==> src/rtl/icache_tag_req_issue_if.sv <==
// Request channel shared by the upstream, prefetch and downstream sources:
// valid/ready handshake carrying an address and a transaction id.
interface icache_tag_req_issue_if #(
    parameter int ADDR_W  = 32,
    parameter int TXNID_W = 4
);
    logic               vld;
    logic               rdy;
    logic [ADDR_W-1:0]  addr;
    logic [TXNID_W-1:0] txnid;

    modport master (output vld, addr, txnid, input rdy);
    modport slave  (input vld, addr, txnid, output rdy);
endinterface

==> src/rtl/icache_tag_req_issue.sv <==
// Arbitrates dn/up/pf requests into a single outstanding tag-array lookup and
// returns the sampled result. Define ICACHE_TAG_ISSUE_RR_EN for round-robin arbitration.
module icache_tag_req_issue #(
    parameter int RESP_LAT                = 1,
    parameter int ICACHE_REQ_ADDR_WIDTH   = 32,
    parameter int ICACHE_REQ_TXNID_WIDTH  = 4,
    parameter int ICACHE_REQ_OPCODE_WIDTH = 2,
    parameter int WAY_NUM                 = 2,
    parameter logic [ICACHE_REQ_OPCODE_WIDTH-1:0] UPSTREAM_OPCODE   = ICACHE_REQ_OPCODE_WIDTH'(2'd1),
    parameter logic [ICACHE_REQ_OPCODE_WIDTH-1:0] PREFETCH_OPCODE   = ICACHE_REQ_OPCODE_WIDTH'(2'd2),
    parameter logic [ICACHE_REQ_OPCODE_WIDTH-1:0] DOWNSTREAM_OPCODE = ICACHE_REQ_OPCODE_WIDTH'(2'd3)
) (
    input  logic                               clk,
    input  logic                               rst,
    icache_tag_req_issue_if.slave              up_req,
    icache_tag_req_issue_if.slave              pf_req,
    icache_tag_req_issue_if.slave              dn_req,
    output logic                               tag_req_vld,
    output logic [ICACHE_REQ_ADDR_WIDTH-1:0]   tag_req_addr,
    output logic [ICACHE_REQ_OPCODE_WIDTH-1:0] tag_req_opcode,
    output logic [ICACHE_REQ_TXNID_WIDTH-1:0]  tag_req_txnid,
    input  logic [WAY_NUM-1:0]                 tag_hit,
    input  logic                               tag_miss,
    input  logic                               lru_pick,
    input  logic                               tagram_req_rdy,
    output logic                               stall,
    output logic                               rsp_vld,
    input  logic                               rsp_rdy,
    output logic                               rsp_hit,
    output logic [WAY_NUM-1:0]                 rsp_way,
    output logic                               rsp_victim,
    output logic [ICACHE_REQ_OPCODE_WIDTH-1:0] rsp_opcode,
    output logic [ICACHE_REQ_TXNID_WIDTH-1:0]  rsp_txnid,
    output logic [ICACHE_REQ_ADDR_WIDTH-1:0]   rsp_addr
);
    typedef enum logic [1:0] {S_IDLE, S_ISSUE, S_RESP, S_BUBBLE} state_e;

    state_e                               state_q, state_d;
    logic [2:0]                           cnt_q, cnt_d;
    logic [ICACHE_REQ_ADDR_WIDTH-1:0]     addr_q, addr_d;
    logic [ICACHE_REQ_TXNID_WIDTH-1:0]    txnid_q, txnid_d;
    logic [ICACHE_REQ_OPCODE_WIDTH-1:0]   opc_q, opc_d;
    logic [WAY_NUM-1:0]                   hit_q, hit_d;
    logic                                 miss_q, miss_d;
    logic                                 lru_q, lru_d;
    logic                                 wr_q, wr_d;
    logic                                 init_q;
    logic [2:0]                           vld_s, grant_s, rdy_s;
    logic                                 open_s, accept_s, tag_vld_s, rsp_vld_s;

    // Bit 0 = dn, 1 = up, 2 = pf; first requester found starting at index `first`.
    function automatic logic [2:0] pick_winner(input logic [2:0] v, input logic [1:0] first);
        logic [5:0] rot_s;
        logic [2:0] g_s;
        rot_s = {v, v} >> first;
        if (rot_s[0])      g_s = 3'b001;
        else if (rot_s[1]) g_s = 3'b010;
        else if (rot_s[2]) g_s = 3'b100;
        else               g_s = 3'b000;
        rot_s = {g_s, g_s} << first;
        return rot_s[5:3];
    endfunction

    assign vld_s    = {pf_req.vld, up_req.vld, dn_req.vld};
    // init_q keeps every ready low for the first cycle after reset.
    assign open_s   = (state_q == S_IDLE) && !init_q && !rst;
    assign rdy_s    = grant_s & {3{open_s}};
    assign accept_s = |(rdy_s & vld_s);

    assign dn_req.rdy = rdy_s[0];
    assign up_req.rdy = rdy_s[1];
    assign pf_req.rdy = rdy_s[2];

`ifdef ICACHE_TAG_ISSUE_RR_EN
    logic [1:0] ptr_q, ptr_d;

    // Round-robin pointer advances past the winner on every accept.
    always_comb begin
        ptr_d = ptr_q;
        if (accept_s) begin
            case (grant_s)
                3'b001:  ptr_d = 2'd1;
                3'b010:  ptr_d = 2'd2;
                3'b100:  ptr_d = 2'd0;
                default: ptr_d = ptr_q;
            endcase
        end else begin
            ptr_d = ptr_q;
        end
    end

    // Pointer register.
    always_ff @(posedge clk) begin
        if (rst) ptr_q <= 2'd0;
        else     ptr_q <= ptr_d;
    end

    // Winner selection from the round-robin pointer.
    always_comb begin
        grant_s = pick_winner(vld_s, ptr_q);
    end
`else
    // Fixed priority dn > up > pf.
    always_comb begin
        grant_s = pick_winner(vld_s, 2'd0);
    end
`endif

    // Next-state logic: capture winner, count lookup latency, sample result, release.
    always_comb begin
        state_d = state_q;
        cnt_d   = cnt_q;
        addr_d  = addr_q;
        txnid_d = txnid_q;
        opc_d   = opc_q;
        hit_d   = hit_q;
        miss_d  = miss_q;
        lru_d   = lru_q;
        wr_d    = wr_q;
        case (state_q)
            S_IDLE: begin
                if (accept_s) begin
                    cnt_d   = 3'd1;
                    state_d = S_ISSUE;
                    if (grant_s[0]) begin
                        addr_d = dn_req.addr; txnid_d = dn_req.txnid; opc_d = DOWNSTREAM_OPCODE;
                    end else if (grant_s[1]) begin
                        addr_d = up_req.addr; txnid_d = up_req.txnid; opc_d = UPSTREAM_OPCODE;
                    end else begin
                        addr_d = pf_req.addr; txnid_d = pf_req.txnid; opc_d = PREFETCH_OPCODE;
                    end
                end else begin
                    state_d = S_IDLE;
                end
            end
            S_ISSUE: begin
                if (cnt_q == 3'(RESP_LAT)) begin
                    hit_d   = tag_hit;
                    miss_d  = tag_miss;
                    lru_d   = lru_pick;
                    wr_d    = tagram_req_rdy;
                    cnt_d   = 3'd0;
                    state_d = S_RESP;
                end else begin
                    cnt_d = cnt_q + 3'd1;
                end
            end
            S_RESP: begin
                if (rsp_rdy) state_d = wr_q ? S_BUBBLE : S_IDLE;
                else         state_d = S_RESP;
            end
            S_BUBBLE: state_d = S_IDLE;
            default:  state_d = S_IDLE;
        endcase
    end

    // State and result registers.
    always_ff @(posedge clk) begin
        if (rst) begin
            state_q <= S_IDLE;
            cnt_q   <= 3'd0;
            addr_q  <= {ICACHE_REQ_ADDR_WIDTH{1'b0}};
            txnid_q <= {ICACHE_REQ_TXNID_WIDTH{1'b0}};
            opc_q   <= {ICACHE_REQ_OPCODE_WIDTH{1'b0}};
            hit_q   <= {WAY_NUM{1'b0}};
            miss_q  <= 1'b0;
            lru_q   <= 1'b0;
            wr_q    <= 1'b0;
            init_q  <= 1'b1;
        end else begin
            state_q <= state_d;
            cnt_q   <= cnt_d;
            addr_q  <= addr_d;
            txnid_q <= txnid_d;
            opc_q   <= opc_d;
            hit_q   <= hit_d;
            miss_q  <= miss_d;
            lru_q   <= lru_d;
            wr_q    <= wr_d;
            init_q  <= 1'b0;
        end
    end

    assign tag_vld_s      = (state_q == S_ISSUE) && !rst;
    assign rsp_vld_s      = (state_q == S_RESP) && !rst;
    assign tag_req_vld    = tag_vld_s;
    assign tag_req_addr   = tag_vld_s ? addr_q  : {ICACHE_REQ_ADDR_WIDTH{1'b0}};
    assign tag_req_opcode = tag_vld_s ? opc_q   : {ICACHE_REQ_OPCODE_WIDTH{1'b0}};
    assign tag_req_txnid  = tag_vld_s ? txnid_q : {ICACHE_REQ_TXNID_WIDTH{1'b0}};
    assign stall          = rsp_vld_s && !rsp_rdy;
    assign rsp_vld        = rsp_vld_s;
    // A simultaneous miss overrides any hit way.
    assign rsp_hit        = rsp_vld_s && (|hit_q) && !miss_q;
    assign rsp_way        = rsp_vld_s ? hit_q   : {WAY_NUM{1'b0}};
    assign rsp_victim     = rsp_vld_s && lru_q;
    assign rsp_opcode     = rsp_vld_s ? opc_q   : {ICACHE_REQ_OPCODE_WIDTH{1'b0}};
    assign rsp_txnid      = rsp_vld_s ? txnid_q : {ICACHE_REQ_TXNID_WIDTH{1'b0}};
    assign rsp_addr       = rsp_vld_s ? addr_q  : {ICACHE_REQ_ADDR_WIDTH{1'b0}};
endmodule

==> src/flat_wrapper.sv <==
// flat-port wrapper written by rule: the top's interface ports become plain ports
module icache_tag_req_issue_flat 
#(
    parameter int RESP_LAT                = 1,
    parameter int ICACHE_REQ_ADDR_WIDTH   = 32,
    parameter int ICACHE_REQ_TXNID_WIDTH  = 4,
    parameter int ICACHE_REQ_OPCODE_WIDTH = 2,
    parameter int WAY_NUM                 = 2,
    parameter logic [ICACHE_REQ_OPCODE_WIDTH-1:0] UPSTREAM_OPCODE   = ICACHE_REQ_OPCODE_WIDTH'(2'd1),
    parameter logic [ICACHE_REQ_OPCODE_WIDTH-1:0] PREFETCH_OPCODE   = ICACHE_REQ_OPCODE_WIDTH'(2'd2),
    parameter logic [ICACHE_REQ_OPCODE_WIDTH-1:0] DOWNSTREAM_OPCODE = ICACHE_REQ_OPCODE_WIDTH'(2'd3)
)
  (clk, rst, tag_req_vld, tag_req_addr, tag_req_opcode, tag_req_txnid, tag_hit, tag_miss, lru_pick, tagram_req_rdy, stall, rsp_vld, rsp_rdy, rsp_hit, rsp_way, rsp_victim, rsp_opcode, rsp_txnid, rsp_addr, up_req_vld, up_req_addr, up_req_txnid, up_req_rdy, pf_req_vld, pf_req_addr, pf_req_txnid, pf_req_rdy, dn_req_vld, dn_req_addr, dn_req_txnid, dn_req_rdy);
  icache_tag_req_issue_if #(.ADDR_W((32)), .TXNID_W((4))) up_req_i ();
  icache_tag_req_issue_if #(.ADDR_W((32)), .TXNID_W((4))) pf_req_i ();
  icache_tag_req_issue_if #(.ADDR_W((32)), .TXNID_W((4))) dn_req_i ();
  input  logic clk;
  input  logic rst;
  output logic tag_req_vld;
  output logic [ICACHE_REQ_ADDR_WIDTH-1:0] tag_req_addr;
  output logic [ICACHE_REQ_OPCODE_WIDTH-1:0] tag_req_opcode;
  output logic [ICACHE_REQ_TXNID_WIDTH-1:0] tag_req_txnid;
  input  logic [WAY_NUM-1:0] tag_hit;
  input  logic tag_miss;
  input  logic lru_pick;
  input  logic tagram_req_rdy;
  output logic stall;
  output logic rsp_vld;
  input  logic rsp_rdy;
  output logic rsp_hit;
  output logic [WAY_NUM-1:0] rsp_way;
  output logic rsp_victim;
  output logic [ICACHE_REQ_OPCODE_WIDTH-1:0] rsp_opcode;
  output logic [ICACHE_REQ_TXNID_WIDTH-1:0] rsp_txnid;
  output logic [ICACHE_REQ_ADDR_WIDTH-1:0] rsp_addr;
  input wire logic [$bits(up_req_i.vld)-1:0] up_req_vld;
  input wire logic [$bits(up_req_i.addr)-1:0] up_req_addr;
  input wire logic [$bits(up_req_i.txnid)-1:0] up_req_txnid;
  output wire logic [$bits(up_req_i.rdy)-1:0] up_req_rdy;
  input wire logic [$bits(pf_req_i.vld)-1:0] pf_req_vld;
  input wire logic [$bits(pf_req_i.addr)-1:0] pf_req_addr;
  input wire logic [$bits(pf_req_i.txnid)-1:0] pf_req_txnid;
  output wire logic [$bits(pf_req_i.rdy)-1:0] pf_req_rdy;
  input wire logic [$bits(dn_req_i.vld)-1:0] dn_req_vld;
  input wire logic [$bits(dn_req_i.addr)-1:0] dn_req_addr;
  input wire logic [$bits(dn_req_i.txnid)-1:0] dn_req_txnid;
  output wire logic [$bits(dn_req_i.rdy)-1:0] dn_req_rdy;
  assign up_req_i.vld = up_req_vld;
  assign up_req_i.addr = up_req_addr;
  assign up_req_i.txnid = up_req_txnid;
  assign up_req_rdy = up_req_i.rdy;
  assign pf_req_i.vld = pf_req_vld;
  assign pf_req_i.addr = pf_req_addr;
  assign pf_req_i.txnid = pf_req_txnid;
  assign pf_req_rdy = pf_req_i.rdy;
  assign dn_req_i.vld = dn_req_vld;
  assign dn_req_i.addr = dn_req_addr;
  assign dn_req_i.txnid = dn_req_txnid;
  assign dn_req_rdy = dn_req_i.rdy;
  icache_tag_req_issue #(.RESP_LAT(RESP_LAT), .ICACHE_REQ_ADDR_WIDTH(ICACHE_REQ_ADDR_WIDTH), .ICACHE_REQ_TXNID_WIDTH(ICACHE_REQ_TXNID_WIDTH), .ICACHE_REQ_OPCODE_WIDTH(ICACHE_REQ_OPCODE_WIDTH), .WAY_NUM(WAY_NUM), .UPSTREAM_OPCODE(UPSTREAM_OPCODE), .PREFETCH_OPCODE(PREFETCH_OPCODE), .DOWNSTREAM_OPCODE(DOWNSTREAM_OPCODE)) u_core (.clk(clk), .rst(rst), .up_req(up_req_i), .pf_req(pf_req_i), .dn_req(dn_req_i), .tag_req_vld(tag_req_vld), .tag_req_addr(tag_req_addr), .tag_req_opcode(tag_req_opcode), .tag_req_txnid(tag_req_txnid), .tag_hit(tag_hit), .tag_miss(tag_miss), .lru_pick(lru_pick), .tagram_req_rdy(tagram_req_rdy), .stall(stall), .rsp_vld(rsp_vld), .rsp_rdy(rsp_rdy), .rsp_hit(rsp_hit), .rsp_way(rsp_way), .rsp_victim(rsp_victim), .rsp_opcode(rsp_opcode), .rsp_txnid(rsp_txnid), .rsp_addr(rsp_addr));
endmodule
==> config.mk <==
export PLATFORM = sky130hd
export DESIGN_NAME = icache_tag_req_issue_flat
export DESIGN_NICKNAME = d
export VERILOG_FILES = /design/src/rtl/icache_tag_req_issue_if.sv /design/src/rtl/icache_tag_req_issue.sv /design/src/flat_wrapper.sv
export SDC_FILE = /design/constraint.sdc
export NUM_CORES = 1
export LEC_CHECK = 0
export ABC_AREA = 1
export BUFFER_PORTS_ARGS = -buffer_cell sky130_fd_sc_hd__buf_2
export CAP_MARGIN = 20
export CORE_ASPECT_RATIO = 0.5
export CORE_MARGIN = 3
export CORE_UTILIZATION = 46
export CTS_CLUSTER_DIAMETER = 40
export DETAILED_ROUTE_END_ITERATION = 8
export PLACE_DENSITY_LB_ADDON = 0.2
export SYNTH_ARGS = -nofsm -noshare
export SYNTH_HDL_FRONTEND = slang
export SYNTH_SLANG_ARGS = --single-unit
==> constraint.sdc <==
create_clock -name clk -period 2.37 [get_ports clk]
set_input_delay 0.5925 -clock clk [delete_from_list [all_inputs] [get_ports clk]]
set_output_delay 0.5925 -clock clk [all_outputs]
set_load 0.02 [all_outputs]
=== After elaboration in Yosys (flattened, before gate mapping) ===
Cells that the tools add are included.

* Register bits after elaboration: 49
* Bits in latches: 0
* Bits in writable memories: 0
* Bits in read-only memories: 0
* Input bits: 119
* Output and inout bits: 86
* Word-level logic and storage cells: 63
* Memories kept: 0

* $add $sub $neg: 1
* $mul: 0
* Divide/modulo/power cells: 0
* Order comparisons: 0
* Equality and inequality tests: 6
* Shifts and indexed selects: 0
* Mux-type cells: 25
* Bitwise operators: 2
* Reduce and logical (&&, ||, !) cells: 19

{| class="wikitable"
|+ Operators with widths
! operator !! count
|-
| two-way mux 32 bit || 4
|-
| two-way mux 2 bit || 8
|-
| two-way mux 4 bit || 4
|-
| two-way mux 3 bit || 5
|-
| logical AND 1 bit || 8
|-
| one-hot mux 2 bit (4 select lines) || 1
|-
| bitwise AND 3 bit || 2
|-
| one-hot mux 3 bit (2 select lines) || 1
|-
| AND reduction 2 bit || 3
|-
| equality test 2 bit (second input constant) || 2
|-
| zero test 1 bit || 4
|-
| != test 2 x 1 -> 1 bit (second input constant) || 2
|-
| adder 3 x 1 -> 3 bit (second input constant) || 1
|-
| equality test 3 x 1 -> 1 bit (second input constant) || 1
|-
| OR reduction 3 bit || 1
|-
| equality test 2 x 1 -> 1 bit (second input constant) || 1
|-
| zero test 2 bit || 1
|-
| two-way mux 1 bit || 2
|-
| nonzero test 2 bit || 1
|-
| OR reduction 2 bit || 1
|}

=== Depth between registers and ports, before layout ===
Gate-level depths: netlist of run 1.

* Depth after elaboration: 8
* Gate-level depth with buffers: 10
* Depth with buffers taken out: 8

=== Least setup slack after synthesis of run 1 ===
Ideal clock, no wire load.

* Kind: input to output
* Start: input rst
* End: output rsp_hit
* Arrival: 1702 ps
* Data required time: 1778 ps
* Path slack: 76 ps
* Stages on the path: 6
* Buffers on the path: 1
* Cells stage by stage: buf_6 inv_1 nand2_1 nor2_1 nor2_1 nor2_1

* Longest elaborated chain between the ends: 4

{| class="wikitable"
|+ Ends and longest elaborated chain
! element !! RTL line !! text
|-
| start, declared || flat_wrapper.sv:18 || <nowiki>input logic rst;</nowiki>
|-
| zero test 1 bit || icache_tag_req_issue.sv:185 || <nowiki>assign rsp_vld_s = (state_q == S_RESP) && !rst;</nowiki>
|-
| logical AND 1 bit || icache_tag_req_issue.sv:185 ||
|-
| logical AND 1 bit (2 in series) || icache_tag_req_issue.sv:193 || <nowiki>assign rsp_hit = rsp_vld_s && (|hit_q) && !miss_q;</nowiki>
|-
| end, declared || flat_wrapper.sv:30 || <nowiki>output logic rsp_hit;</nowiki>
|}

No other way between the ends.

=== Worst setup path in the final report of run 1 ===
* Start: input rst
* End: output rsp_txnid[2]

* Longest elaborated chain between the ends: 3

{| class="wikitable"
|+ Ends and longest elaborated chain
! element !! RTL line !! text
|-
| zero test 1 bit || icache_tag_req_issue.sv:185 ||
|-
| logical AND 1 bit || icache_tag_req_issue.sv:185 ||
|-
| two-way mux 4 bit || icache_tag_req_issue.sv:197 || <nowiki>assign rsp_txnid = rsp_vld_s ? txnid_q : {ICACHE_REQ_TXNID_WIDTH{1'b0}};</nowiki>
|-
| end, declared || flat_wrapper.sv:34 || <nowiki>output logic [ICACHE_REQ_TXNID_WIDTH-1:0] rsp_txnid;</nowiki>
|}

No other way between the ends.

==> impl_metrics.toml, run 1 <==
[clock_network]
cts_tree = "built"
cts-root-buf = "clkbuf_16"
clkLatencyLatePin_ns = 0.28
htree_levels = 2
clkSlewWorstSetupHoldPaths_ns = 0.06
clkSinkCount = 49
cts_setup_buffers = 0
numCtsBuffers = 5
cts_buffer_depth = 2

[synth]
synth_warnings = 0
yosysTopAreaCell = "dfxtp_1"
synth.top_cell.area_share_pct = 31.3
ys_ff_latch = 49
synth_area_leaders = "dfxtp_1, nand2_1, nor2_1, nand3_1, inv_1"
syn_avg_cell_area_sq_um = 5.73
syn-cell-area_sq_mm = 0.00313
synth_cell_types = 24
ys_seq_area_share_pct = 31.3
netlist_instances = 547
synth_nets = 666

[pwr]
vdd_drop_max_mv = 0.378
p_leak_nw = 2.31
pwr_density_cell_mw_per_mm2 = 462

[worst_setup_path]
critPathLaunchType = "input pin"
critPathCaptureType = "output port"
critical_path_required_ns = 1.78
cpPeakStageDelay_ns = 0.31
reg2reg_from = "u_core.state_q[1]"
crit_fanout = 23
critPathArrivalTime_ns = 1.57
startpoint = "rst"
reg2reg_slack_ns = 0.61
path_common_cell = "buf_2"
crit_type = "input pin to output port"
critPathSlowestCell = "buf_4"
crit_chain = "buf_2, inv_1, nand2_2, buf_4, nor2_1, buf_2"

[route]
vias = 3846
finalWirelength_um = 9550
drtIter0Drc = 254
vias_per_cell = 4.65
wl_per_cell_um = 11.5
drtAntennaViolNets = 0
drc = 0
firstDrtPassIters = 4

[layout]
fillerInstances = 597
layout_commonest_cell = "buf_2"
diodes = 0
layout.nets = 857
drive_gt1_share_pct = 34.6
area_growth_pct = 38.1
mostFrequentLayoutCells = "buf_2, nand2_1, nor2_1"

[die]
dieArea_sq_mm = 0.00789
die_w_um = 123
std_cell_rows = 20
core-area_sq_mm = 0.00633
die_y_um = 64.3
start_util_pct = 49.5
ios = 205

[sta]
period_share_pct = 91.4
tightest_slew_ns = 0.461
finalHoldViolCount = 0
fin_skew_ns = 0.00243
maxSlewHeadroom_pct = 69.2
fin_crit_ns = 2.17
rsz0062_at_grt = "false"
hold_slack_ns = 0.468
tns_ns = 0
fmax_ghz = 0.462
finalMaxSlewViolations = 0
setup_viol = 0

[min_path]
min_path_type = "flop to flop"
worstHoldStart = "u_core.txnid_q[1]"

[place]
dpl.hpwl_um = 7340
io_buffers = 204
place_congestion = 0.836

[grt]
grt_pass1_wl_um = 15500
grt_usage_pct = 23.7
grt_max_degree = 40
grt-ovfl-total = 0
grt_pass1_vias = 3593
antenna_found_initial = 0

[job]
drv_cap = 0

[status]
outcome = "finished clean"
==> sequential cells by signal, indices dropped and copies added, names as in the netlist, 2 cells and up <==
signal / count
u_core.txnid_q: 4
u_core.cnt_q: 3
u_core.opc_q: 2
u_core.hit_q: 2
u_core.addr_q: 32
u_core.state_q: 2
==> layout make-up <==
cell class              count  area [sq um]  area share [%]
multi-input cells         398          1720            39.9
repair buffers            215          1100            25.5
flip-flops and latches     49           981            22.7
inverters                  69           268            6.19
clock buffers               6           129            2.98
well taps                  88           110            2.55
clock inverters             2          10.0           0.231
==> synthesized netlist by cell type <==
master and instances:
dfxtp_1 49, buf_12 1, nand2_4 2, xor2_1 1, a21oi_2 10, inv_1 65
buf_6 2, o21bai_1 1, buf_4 1, clkinv_4 1, nand2_1 189, buf_1 3
nor3_1 1, a21oi_1 22, buf_2 14, clkinv_2 1, clkbuf_1 10, o21ai_0 7
nand2_2 11, inv_2 2, nor2_1 99, nor2_4 2, nor2_2 2, nand3_1 51
==> what timing repair did <==
action / 4_1_cts / 5_1_grt
hold buffers: 0 / 0
setup endpoints to repair: 0 / 64
hold endpoints to repair: 0 / 0
gates resized for setup: 0 / 3
==> kinds of logic after synthesis <==
| family | Yosys count | share of synthesized area (%) |
|---|---|---|
| AND/OR/NAND/NOR | 357 | 46.9 |
| AO/OA/AOI/OAI | 40 | 7.67 |
| flip-flops | 49 | 31.3 |
| buffers and inverters | 100 | 13.9 |
| XOR/XNOR | 1 | 0.280 |
==> worst max-delay path, delay by kind of cell <==
family                 cells  cell delay, ns
buffers and inverters      4            0.71
AND/OR/NAND/NOR            2            0.26
==> routing by layer <==
layer  track usage (%)  up-vias  share of wire, %
met3              5.48       13               8.4
met1              27.8     1673                43
met5                 0        -                 0
met4              7.67        0               1.6
li1                  -     2020                 -
met2              42.6      140                47
==> worst paths after layout <==
kind | endpoint | cells past startpoint
min reg2reg | u_core.txnid_q[1] | 2
max reg2reg | u_core.opc_q[1] | 7
min | u_core.txnid_q[1] | 2
max | rsp_txnid[2] | 6
==> power breakdown <==
group	internal (W)	switching, W	leakage [nW]
clock	0.000388	0.000297	0.0706
sequential	0.000867	0.0000257	0.399
combinational	0.000169	0.000251	1.84
==> stage by stage <==
step | total power, W | instance area, sq um | util, % | setup WS (ns) | std cells
floorplan | 0.00117 | 3130 | - | 0.0757 | 547
global placement | 0.00133 | 4180 | 66.0 | 0.122 | 819
detailed placement | 0.00133 | 4180 | 66.0 | 0.0873 | 819
CTS | 0.00201 | 4320 | 68.2 | 0.0746 | 827
global route | 0.00210 | 4330 | 68.3 | 0.0418 | 827
finish | 0.00200 | 4330 | 68.3 | 0.204 | 827
Power figures use the tool's default switching activity.
==> run 2, diff against run 1 <==
Settings changed: ABC_AREA 1 to 0, CORE_UTILIZATION 46 to 47.
==> run 2 against run 1 <==
Compared with the run above:
- register-to-register slack got worse by 0.18 ns
- non-clock buffer count grew 10
- largest power group unchanged
- maximum frequency decreased by 5.0%
- critical path type is now flop to output port
==> impl_metrics.toml, run 2 <==
[sta]
tightest_slew_ns = 0.794
finalMaxSlewViolations = 0
maxSlewHeadroom_pct = 47.0
setup_viol = 0
fin_skew_ns = 0.00460
rsz0062_at_grt = "false"
fin_crit_ns = 2.28
finalHoldViolCount = 0
tns_ns = 0
fmax_ghz = 0.438
period_share_pct = 96.2

[synth]
syn_avg_cell_area_sq_um = 8.12
synth_area_leaders = "dfxtp_1, and2_1, mux2_2, o2111ai_1, nand2b_1"
yosys-top-cells-count = "and2_1, dfxtp_1, a21oi_1"
yosysTopAreaCell = "dfxtp_1"
synth_cell_types = 33
ys_ff_latch = 49
syn-cell-area_sq_mm = 0.00324
ys_seq_area_share_pct = 30.3
synth_edf_count = 0
synthFlopType = "dfxtp_1"
synth.top_cell.area_share_pct = 30.3
netlist_instances = 399
synth_nets = 518
ys_async_sr_fraction_pct = 0
synth_warnings = 0
synth.most_common_cell = "and2_1"

[clock_network]
cts-root-buf = "clkbuf_16"
clkSinkCount = 49
cts-resized-gates = 0
cts_tree = "built"
clkSlewWorstSetupHoldPaths_ns = 0.06
numCtsBuffers = 5
cts_setup_buffers = 0
cts_hold_buf = 0
htree_levels = 2
cts_buffer_depth = 2
clkLatencyLatePin_ns = 0.28

[layout]
layout.nets = 709
largest_reg_flops = 32
design_area_sq_mm = 0.00460
layout_commonest_cell = "buf_2"
mostFrequentLayoutCells = "buf_2, and2_1, dfxtp_1"
max_flop_register = "u_core.addr_q"
largestRegisters = "u_core.addr_q x32, u_core.txnid_q x4, u_core.cnt_q x3"
area_growth_pct = 42.2
drive_gt1_share_pct = 45.3
diodes = 0
fillerInstances = 562

[worst_setup_path]
critPathSlowestCell = "or4_1"
crit_chain = "or4_1, nor3b_4, buf_2"
critPathCaptureType = "output port"
reg2reg_slack_ns = 0.43
cpPeakStageDelay_ns = 0.61
crit_type = "flop to output port"
critPathLaunchType = "flop"
cp.buffers_inverters = 1
path_delay_family = "simple AND/OR/NAND/NOR gates"
crit_fanout = 7
critical_path_required_ns = 1.78
critPathArrivalTime_ns = 1.69

[place]
place_congestion = 0.807
dpl.hpwl_um = 8000
io_buffers = 204
place_area_sq_mm = 0.00441

[die]
die_y_um = 64.7
start_util_pct = 50.9
ios = 205
core-area_sq_mm = 0.00636
std_cell_rows = 20
die_w_um = 123
dieArea_sq_mm = 0.00798

[route]
drc = 0
wl_per_cell_um = 15.5
finalWirelength_um = 10500
drtIter0Drc = 311
vias = 3648
firstDrtPassIters = 5
vias_per_cell = 5.37
drtAntennaViolNets = 0

[pwr]
vdd_drop_max_mv = 0.434
pwr_density_cell_mw_per_mm2 = 485
p_leak_nw = 2.21

[grt]
grt_max_degree = 55
grt-ovfl-total = 0
grt_pass1_vias = 3593
grt_pass1_wl_um = 17100
grt_usage_pct = 26.3
antenna_found_initial = 0

[min_path]
min_path_type = "flop to flop"

[status]
outcome = "finished clean"

[job]
drv_cap = 0
==> run 2: changes by cell type after synthesis, sizes merged, moves of 29 or more <==
cell and change:
and2 +80, o21ai +29, inv -66, nand2b +38, nand2 -201, nor2 -97
nand3 -45
==> run 2: final cells by class <==
type	instances	area, sq um	share of cell area (%)
Multi-Input combinational cell	308	2110	45.9
Clock inverter	3	65.1	1.41
Inverter	1	3.75	0.0815
Sequential cell	49	981	21.3
Tap cell	88	110	2.39
Clock buffer	5	125	2.72
Timing Repair Buffer	225	1200	26.1
==> run 2: path summary, 6_finish.rpt <==
| check | cells past startpoint | start | to |
|---|---|---|---|
| setup / recovery | 3 | u_core.state_q[0] | up_req_rdy |
| hold / removal | 2 | u_core.addr_q[5] | u_core.addr_q[5] |
| setup reg to reg | 4 | u_core.state_q[0] | u_core.addr_q[3] |
| hold reg to reg | 2 | u_core.addr_q[5] | u_core.addr_q[5] |
==> run 2: cells by family (layout without fill, tap and decap cells) <==
family | count (synthesis) | in the layout | synth area share, %
simple gates | 149 | 149 | 28.8
compound gates | 131 | 131 | 26.2
flops | 49 | 49 | 30.3
buf+inv | 42 | 234 | 4.98
mux | 28 | 28 | 9.74
==> run 2: per-layer routing <==
| layer | track usage (%) | up-vias | share of wire, % |
|---|---|---|---|
| met1 | 33.7 | 1699 | 43 |
| met3 | 4.62 | 6 | 7.2 |
| li1 | - | 1819 | - |
| met2 | 46.7 | 124 | 49 |
| met4 | 4.69 | 0 | 0.49 |
| met5 | 0 | - | 0 |
==> run 2: worst reg2reg max path, delay by kind of cell (launching register included) <==
kind / cells / cell delay (ns)
AND/OR/NAND/NOR: 2 / 1.00
flip-flops: 1 / 0.38
buffers and inverters: 1 / 0.27
AO/OA/AOI/OAI: 1 / 0.24
==> run 2: stage by stage <==
step / instances / total power (W) / utilization [%] / hold slack, ns / setup WS [ns]
floorplan: 399 / 0.00116 / - / 0.449 / 0.0840
global placement: 671 / 0.00133 / 69.4 / 0.462 / 0.0956
detailed placement: 671 / 0.00134 / 69.4 / 0.475 / 0.0996
CTS: 679 / 0.00224 / 72.4 / 0.485 / 0.0820
global route: 679 / 0.00234 / 72.4 / 0.521 / 0.0129
finish: 679 / 0.00223 / 72.4 / 0.487 / 0.0894
==> run 2: report_power, final <==
group          internal (W)  switching (W)
Sequential         0.000874      0.0000363
Combinational      0.000209       0.000211
Clock              0.000602       0.000299
==> run 3, diff against run 2 <==
Settings changed: CORE_UTILIZATION 47 to 43.
Clock period 2.37 ns to 2.3 ns, I/O delays scaled along.
==> run 3 against run 2 <==
Compared with the run above:
- combinational power grew 2%
- highest routed layer unchanged
- clock-buffer cell count up 1
- via count barely moved
- flip-flop and latch count is the same
- routed wire length shrank 3.7%
- sequential power rose by 3.2%
- clock power is 17% lower
- die area up 8.6%
- setup slack better by 0.00052 ns
- utilization decreased by 6.8 points
- critical path depth unchanged
==> impl_metrics.toml, run 3 (synthesized netlist as in run 2, its figures left out) <==
[grt]
grt_pass1_wl_um = 15700
grt_usage_pct = 21.7
grt_max_degree = 33
antenna_found_initial = 0
grt_pass1_vias = 3338
grt-ovfl-total = 0

[place]
dpl.hpwl_um = 7760
io_buffers = 204
place_congestion = 0.775
place_area_sq_mm = 0.00442

[min_path]
min_path_cells = 2
worstHoldStart = "u_core.lru_q"
min_to = "u_core.lru_q"
min_path_type = "flop to flop"

[route]
drc = 0
vias = 3649
firstDrtPassIters = 5
drtAntennaViolNets = 0
finalWirelength_um = 10100
drtIter0Drc = 184
vias_per_cell = 5.31
wl_per_cell_um = 14.8

[layout]
fillerInstances = 608
diodes = 0
largest_reg_flops = 32
mostFrequentLayoutCells = "buf_2, and2_1, dfxtp_1"
layout.nets = 713
design_area_sq_mm = 0.00459
layout_commonest_cell = "buf_2"
max_flop_register = "u_core.addr_q"
drive_gt1_share_pct = 46.1
area_growth_pct = 41.7
largestRegisters = "u_core.addr_q x32, u_core.txnid_q x4, u_core.cnt_q x3"

[worst_setup_path]
critical_path_required_ns = 1.73
critPathArrivalTime_ns = 1.64
cpPeakStageDelay_ns = 0.57
critPathCaptureType = "output port"
crit_chain = "or4_4, nor3b_4, buf_2"
timing.rr.end = "u_core.addr_q[12]"
rr_worst_depth = 4
reg2reg_slack_ns = 0.42
critPathLaunchType = "flop"
critPathSlowestCell = "or4_4"
crit_type = "flop to output port"
crit_fanout = 7
reg2reg_from = "u_core.state_q[1]"

[sta]
rsz0062_at_grt = "false"
finalMaxSlewViolations = 0
fin_skew_ns = 0.00834
fmax_ghz = 0.452
setup_viol = 0
tns_ns = 0
finalHoldViolCount = 0
period_share_pct = 96.1
tightest_slew_ns = 0.759
maxSlewHeadroom_pct = 49.3
fin_crit_ns = 2.21

[status]
outcome = "finished clean"

[clock_network]
htree_levels = 2
cts_buffer_depth = 2
numCtsBuffers = 5
cts_tree = "built"
clkSinkCount = 49
cts-root-buf = "clkbuf_16"
clkSlewWorstSetupHoldPaths_ns = 0.07
clkLatencyLatePin_ns = 0.28

[pwr]
pwr_density_cell_mw_per_mm2 = 461
p_leak_nw = 2.21
vdd_drop_max_mv = 0.313

[die]
std_cell_rows = 21
ios = 205
dieArea_sq_mm = 0.00867
die_w_um = 129
die_y_um = 67.4
core-area_sq_mm = 0.00699
start_util_pct = 46.3

[job]
drv_cap = 0
==> run 3: cell type report <==
cell class              count  area (sq um)  area share, %
well taps                  92           115           2.51
clock buffers               6           139           3.03
flip-flops and latches     49           982           21.4
inverters                   1          3.75         0.0818
clock inverters             2          13.8          0.300
repair buffers            229          1210           26.4
multi-input cells         308          2120           46.3
==> run 3: where the power goes <==
group	switching, W	leakage [nW]	internal [W]
clock	0.000315	0.0768	0.000433
sequential	0.0000387	0.401	0.000900
combinational	0.000212	1.73	0.000218
==> run 3: repair_timing <==
item,4_1_cts,5_1_grt
gates resized for setup,0,3
setup buffers,0,0
setup endpoints to repair,0,2
hold buffers,0,0
==> run 3: how the worst max path moves through the flow <==
stage / startpoint / end / cells after the start
after floorplan: rst / rsp_addr[27] / 3
after global placement: rst / up_req_rdy / 4
after detailed placement: rst / rsp_hit / 6
after CTS: u_core.state_q[0] / up_req_rdy / 3
after global routing: u_core.state_q[1] / up_req_rdy / 3
final: u_core.state_q[1] / up_req_rdy / 3
==> run 3: worst max-delay path, delay by kind of cell (launching register included) <==
| family | cells | cell delay, ns |
|---|---|---|
| flops | 1 | 0.38 |
| buf+inv | 1 | 0.19 |
| simple gates | 2 | 0.78 |
==> run 3: per-layer routing <==
layer	up-vias	part of all wire (%)	global-route usage (%)
met5	-	0	0
met3	4	6.5	3.95
met4	0	0.43	2.88
met2	133	48	38.6
li1	1820	-	-
met1	1692	45	28.6
==> run 3: per-stage QoR <==
stage	hold WS [ns]	cells	setup WS, ns	total power, W	util [%]
after global placement	0.461	679	0.107	0.00138	63.3
after CTS	0.478	687	0.0521	0.00213	65.5
after global routing	0.509	687	0.00640	0.00223	65.6
final	0.477	687	0.0899	0.00212	65.6
after floorplan	0.449	399	0.0490	0.00119	-
after detailed placement	0.468	679	0.0825	0.00138	63.3
